**src/rtl/store_trace_fifo.sv**
```systemverilog
// Trace FIFO that records every data-memory store {PC, address, data, byte mask}
// and lets a consumer drain them show-ahead over valid/ready; overflow drops are counted.
module store_trace_fifo #(
  parameter int DEPTH  = 16,
  parameter int DROP_W = 16
) (
  input  logic                     clk,
  input  logic                     reset,
  input  logic                     capture_en,
  input  logic                     clear,
  input  logic [31:0]              PC,
  input  logic                     MemWrite,
  input  logic [3:0]               MemWriteSelect,
  input  logic [31:0]              DataAdr,
  input  logic [31:0]              WriteData,
  output logic                     trace_valid,
  input  logic                     trace_ready,
  output logic [31:0]              trace_pc,
  output logic [31:0]              trace_addr,
  output logic [31:0]              trace_data,
  output logic [3:0]               trace_mask,
  output logic [$clog2(DEPTH):0]   count,
  output logic                     overflow,
  output logic [DROP_W-1:0]        drop_count
);

  localparam int AW = $clog2(DEPTH);
  localparam int RW = 100;

  logic [RW-1:0]     r_mem [DEPTH];
  logic [AW:0]       r_wr_ptr;
  logic [AW:0]       r_rd_ptr;
  logic              r_overflow;
  logic [DROP_W-1:0] r_drop_count;

  logic              w_push_req;
  logic              w_empty;
  logic              w_full;
  logic              w_pop;
  logic              w_push;
  logic              w_drop;
  logic [RW-1:0]     w_head;

  function automatic logic [DROP_W-1:0] sat_inc(input logic [DROP_W-1:0] v);
    return (&v) ? v : v + 1'b1;
  endfunction

  // A zero byte mask is not a real store and is neither captured nor counted.
  assign w_push_req = capture_en & MemWrite & (|MemWriteSelect);
  assign w_empty    = (r_wr_ptr == r_rd_ptr);
  assign w_full     = (r_wr_ptr[AW] != r_rd_ptr[AW]) &&
                      (r_wr_ptr[AW-1:0] == r_rd_ptr[AW-1:0]);
  assign w_pop      = trace_ready & ~w_empty;
  // When full, a same-cycle pop frees the slot the push lands in.
  assign w_push     = w_push_req & (~w_full | w_pop);
  assign w_drop     = w_push_req & w_full & ~w_pop;

  always_ff @(posedge clk or posedge reset) begin
    if (reset) begin
      r_wr_ptr     <= '0;
      r_rd_ptr     <= '0;
      r_overflow   <= 1'b0;
      r_drop_count <= '0;
    end else if (clear) begin
      r_wr_ptr     <= '0;
      r_rd_ptr     <= '0;
      r_overflow   <= 1'b0;
      r_drop_count <= '0;
    end else begin
      if (w_push) r_wr_ptr <= r_wr_ptr + 1'b1;
      if (w_pop)  r_rd_ptr <= r_rd_ptr + 1'b1;
      if (w_drop) begin
        r_overflow   <= 1'b1;
        r_drop_count <= sat_inc(r_drop_count);
      end
    end
  end

  always_ff @(posedge clk) begin
    if (w_push && !clear)
      r_mem[r_wr_ptr[AW-1:0]] <= {PC, DataAdr, WriteData, MemWriteSelect};
  end

  assign w_head      = w_empty ? '0 : r_mem[r_rd_ptr[AW-1:0]];
  assign trace_valid = ~w_empty;
  assign trace_pc    = w_head[99:68];
  assign trace_addr  = w_head[67:36];
  assign trace_data  = w_head[35:4];
  assign trace_mask  = w_head[3:0];
  assign count       = r_wr_ptr - r_rd_ptr;
  assign overflow    = r_overflow;
  assign drop_count  = r_drop_count;

endmodule

```
**config.mk**
```make
export PLATFORM = sky130hd
export DESIGN_NAME = store_trace_fifo
export DESIGN_NICKNAME = d
export VERILOG_FILES = /design/src/rtl/store_trace_fifo.sv
export SDC_FILE = /design/constraint.sdc
export NUM_CORES = 1
export LEC_CHECK = 0
export BUFFER_PORTS_ARGS = -buffer_cell sky130_fd_sc_hd__buf_4
export CORE_MARGIN = 4
export CORE_UTILIZATION = 61
export CTS_CLUSTER_SIZE = 8
export DETAILED_ROUTE_END_ITERATION = 10
export GPL_ROUTABILITY_DRIVEN = 0
export GPL_TIMING_DRIVEN = 0
export PLACE_DENSITY = 0.79
export SYNTH_ARGS = -nofsm -noshare
export SYNTH_HDL_FRONTEND = slang
export SYNTH_SLANG_ARGS = --single-unit
```
**constraint.sdc**
```tcl
create_clock -name clk -period 12.2 [get_ports clk]
set_input_delay 0.61 -clock clk [delete_from_list [all_inputs] [get_ports clk]]
set_output_delay 0.61 -clock clk [all_outputs]
set_load 0.005 [all_outputs]
```
# Word-level counts from Yosys, hierarchy flattened
# Memories as Yosys holds them, arrays and structs flattened.
# Index checks and enable logic that the tools add are counted.
word_totals:
  register_bits: 27
  mem_bits_rw: 1600
  in_bits: 106
  output_inout_bits: 123
  elab_cells: 44
  n_memories: 1
classes:
  add_sub_neg: 4
  n_eq_ne: 4
  n_mux: 12
  bitwise_logic: 10
  reduce_logical: 9
memory_table:
  columns: ["memory", "words", "word_bits", "read_ports", "rd_clocked_by_memory_dff", "wr", "line", "text"]
  rows:
  - ["r_mem", 16, 100, 1, 0, 1, "30", "logic [RW-1:0] r_mem [DEPTH];"]
op_table:
  columns: ["operator", "count"]
  rows:
  - ["$mux 100", 1]
  - ["$mux 16", 3]
  - ["$mux 5", 4]
  - ["$add 16x1->16 const B", 1]
  - ["$reduce_and 16->1", 1]
  - ["$add 5x1->5 const B", 2]
  - ["$and 1x1->1", 6]
  - ["$reduce_bool 2->1", 3]
  - ["$eq 5x5->1", 1]
  - ["$sub 5x5->5", 1]
  - ["$eq 4x4->1", 1]
  - ["$mux 1", 4]
  - ["$reduce_or 4->1", 1]
  - ["$not 1->1", 3]
  - ["$logic_and 1x1->1", 2]
  - ["$ne 2x2->1 const B", 1]
  - ["$reduce_and 2->1", 1]
  - ["$logic_not 1->1", 1]
  - ["$ne 1x1->1", 1]
  - ["$or 1x1->1", 1]

# Longest topological paths before layout
logic_depth:
  depth_word: 8
  ltp_mapped: 12
  depth_no_buf: 7

# Worst setup path before layout
# Ideal clock, no wire load.
synth_path:
  path_type: "register to register"
  from: "reg r_rd_ptr[1]"
  to: "mem r_mem[0][0] (enable)"
  setup_time_ps: 681
  arrival_ps: 9042
  t_required_ps: 11519
  setup_slack_ps: 2477
  path_stages_with_launch: 11
  n_path_buf: 3
  period_less_slack_ps: 9723
  path_cell_list: "dfrtp_1 -> clkbuf_1 -> clkbuf_1 -> clkbuf_1 -> inv_1 -> ha_1 -> nand4_1 -> o311ai_1 -> nor2_1 -> nand2_1 -> nor3_1"
synth_via:
  elab_chain_cells: 8
  word_cells_on_any_way: 11
  cone_classes: "eq/ne: 2; mux: 2; bitwise: 5; reduce/logical: 2"
synth_rtl:
  columns: ["element", "line", "text"]
  rows:
  - ["from (decl)", "32", "logic [AW:0] r_rd_ptr;"]
  - ["from (signal assigned)", "71", "if (w_pop) r_rd_ptr <= r_rd_ptr + 1'b1;"]
  - ["$eq 5x5->1 / $eq 4x4->1 (equally long branches)", "50, 52", null]
  - ["$not 1->1 / $logic_and 1x1->1 (equally long branches)", "53, 51", null]
  - ["$and 1x1->1 / $not 1->1 (equally long branches)", "53, 55", null]
  - ["$or 1x1->1 (*)", "55", "assign w_push = w_push_req & (~w_full | w_pop);"]
  - ["$and 1x1->1 (*)", "55", null]
  - ["$logic_and 1x1->1 (*)", "80", "if (w_push && !clear)"]
  - ["$mux 1 (*)", "80", null]
  - ["$mux 1 (not written as such) (*)", "81", "r_mem[r_wr_ptr[AW-1:0]] <= {PC, DataAdr, WriteData, MemWriteSelect};"]
  - ["to (decl)", "30", null]
# Every way passes the cells marked *; elsewhere a longest branch is shown, timed or not.

# Worst setup path in the final report
layout_path:
  from: "reg r_rd_ptr[1]"
  to: "out trace_pc[2]"
layout_via:
  elab_chain_cells: 2
  word_cells_on_any_way: 3
  cone_classes: "eq/ne: 1; mux: 1; memory: 1"
layout_rtl:
  columns: ["element", "line", "text"]
  rows:
  - ["$mem_v2 16x100 / $eq 5x5->1 (equally long branches)", null, null]
  - ["$mux 100 (*)", "84", "assign w_head = w_empty ? '0 : r_mem[r_rd_ptr[AW-1:0]];"]
  - ["to (decl)", "18", "output logic [31:0] trace_pc,"]
# Marks and branches as above.

==> results.json <==
{
  "status": "complete, no violations",
  "die_area_sq_um": 107000,
  "grt_overflow": 0,
  "final_net_count": 3308,
  "p_sw_mw": 3.03,
  "io_pins": 229,
  "utilization_pct": 72.9,
  "rsz0062_at_grt": "no",
  "grt_pass1_vias": 34800,
  "antenna_found_initial": 18,
  "hold_viol": 0,
  "postCtsSetupRepairBufs": 0,
  "cts.sinks": 1627,
  "drc": 0,
  "path_max_fanout": 10,
  "period_needed_ps": 7140,
  "clk_latency_ps": 810,
  "fin_ws_ps": 5060,
  "grt_pass1_wl_microns": 248000,
  "max_freq_mhz": 140,
  "wire_per_inst_microns": 37.3,
  "synth-warning-count": 0,
  "numCtsBuffers": 221,
  "synth_largest_area_cell": "edfxtp_1",
  "avgSynthCellArea_sq_um": 23.6,
  "drv_cap": 0,
  "whs_ps": 84.8,
  "worst-r2r-cell-count": 14,
  "hpwl_microns": 93300,
  "swShare_pct": 23.1,
  "synth_top_area_share_pct": 77.5,
  "synthCells": 2634,
  "p_clk_share_pct": 41.7,
  "end_kind": "output pin",
  "io_buffers": 228,
  "fin_skew_ps": 31.2,
  "place_ws_ps": 6440,
  "fp.dieW_microns": 327,
  "chipHeight_microns": 327,
  "placed_cells": 4325,
  "cts_tree": "yes",
  "synth_top_cells_by_area": "edfxtp_1 77%, mux4_2 15%, mux2i_1 3.2%",
  "hold_class": "in2async",
  "fin_crit_sh_pct": 58.5,
  "power_density_nw_per_um2": 179,
  "drive_above_1_share_pct": 32.4,
  "ys_types": 44,
  "clk_pin_slew_ps": 50,
  "synth_most_common_cell": "edfxtp_1",
  "h-tree-depth": 4,
  "dr.pass1.iters": 6,
  "cts_resized": 0,
  "setup_violations": 0,
  "ys_seq_elements": 1627,
  "pwr-share-comb_pct": 11.1,
  "placementRows": 116,
  "seq_area_frac_synth_pct": 78.5,
  "crit_type": "reg2out",
  "start_util_pct": 61.8,
  "p_int_mw": 10.1,
  "cts_hold_buf": 0,
  "track_usage_pct": 32.6,
  "synth_commonest_cells": "1600 x edfxtp_1, 400 x mux4_2, 201 x mux2i_1",
  "worstPathRequired_ps": 11590,
  "clock-root-buffer": "clkbuf_16",
  "seqPwrFrac_pct": 47.2,
  "fin_area_sq_um": 73200,
  "drtIter0Drc": 5585,
  "async_reset_ff_share_pct": 1.66,
  "syn_to_final_growth_pct": 18.0,
  "worstMarginPinSlew_ps": 1390,
  "synthFlopType": "edfxtp_1",
  "cts_buffer_depth": 3,
  "synth_area_sq_um": 62000,
  "tns_ps": 0,
  "leakage_nw": 24.5,
  "dpl-instance-area_sq_um": 67300,
  "power.total_mw": 13.1,
  "worst-endpoint-arrival_ps": 6530,
  "synth_edf_count": 1600,
  "drt-total-wl_microns": 172000,
  "grt_start_max_net_pins": 28,
  "ir_worst_vdd_mv": 0.131,
  "synthesis.nets": 2751,
  "cp-start-kind": "flop",
  "core_area_sq_um": 100000,
  "slew_headroom_pct": 7.32,
  "drv_slew": 0,
  "viasPerCell": 7.21,
  "vias": 33100,
  "post_layout_nonfiller_instances": 4592,
  "postRouteAntennaNets": 0
}
==> cell families after synthesis <==
logic type	count (synthesis)	share of synthesized area, %
buf+inv	152	1.02
simple gates	106	0.960
mux	602	17.8
xor+xnor	23	0.325
compound gates	113	1.13
flops	1627	78.5
fa+ha+maj	11	0.234
==> worst max-delay path, stage by stage, from the launching register on <==
cell      delay (ps)
dfrtp_1          410
clkbuf_1         300
clkbuf_1         870
clkbuf_1         770
inv_1            200
ha_1             410
and4_1           230
nand2_1          120
nand2_1          790
clkbuf_1         840
o22ai_1          450
buf_4            280
==> power groups by stage <==
stage	Sequential (mW)	Clock, mW	Combinational (mW)
after floorplan	6.28	0	0.822
after global placement	6.29	0	1.33
after detailed placement	6.28	0	1.38
after CTS	6.17	5.47	1.44
after global routing	6.17	5.73	1.52
final	6.17	5.46	1.45
==> placed cells by master (no fill, tap or decap), types with 13 or more instances in the layout <==
| cell | n |
|---|---|
| buf_1 | 22 |
| buf_12 | 42 |
| buf_2 | 43 |
| buf_4 | 232 |
| buf_6 | 44 |
| clkbuf_1 | 92 |
| clkbuf_16 | 225 |
| dfrtp_1 | 27 |
| diode_2 | 13 |
| edfxtp_1 | 1600 |
| mux2i_1 | 201 |
| mux4_2 | 400 |
| nand2_1 | 15 |
| nor2_1 | 29 |
| o22ai_1 | 100 |
| xnor2_1 | 22 |
==> flip-flops by register name (all words and copies together) (netlist names) <==
register and cells:
drop_count 16, r_rd_ptr 5, r_mem 1600, r_wr_ptr 5, overflow 1
==> metal layers <==
| layer | track usage [%] | up-vias | share of wire [%] |
|---|---|---|---|
| met3 | 8.11 | 624 | 12 |
| met2 | 52.3 | 3064 | 50 |
| met1 | 42.3 | 17100 | 33 |
| met5 | 0 | - | 0.033 |
| li1 | - | 12300 | - |
| met4 | 16.6 | 10 | 5.4 |
==> path summary, 6_finish.rpt <==
kind                                  start       endpoint  slack [ps]
worst min register to register     overflow       overflow         540
worst min-delay path                  reset    r_wr_ptr[1]          80
min in group clk                 DataAdr[3]   r_mem[7][39]         100
max in group asynchronous             reset  drop_count[5]       11430
worst max register to register  r_rd_ptr[1]   r_mem[1][34]        5900
worst max-delay path            r_rd_ptr[1]    trace_pc[2]        5060
==> cell type report <==
type	instances	area, sq um
tap	1357	1700
multi-input combinational	855	12800
fill	5149	27200
antenna	13	32.5
sequential	1627	48700
inverter	12	45.0
clock inverter	11	169
timing repair buffer	334	3470
buffer	140	587
clock buffer	243	5700
(Power assumes the default switching activity.)
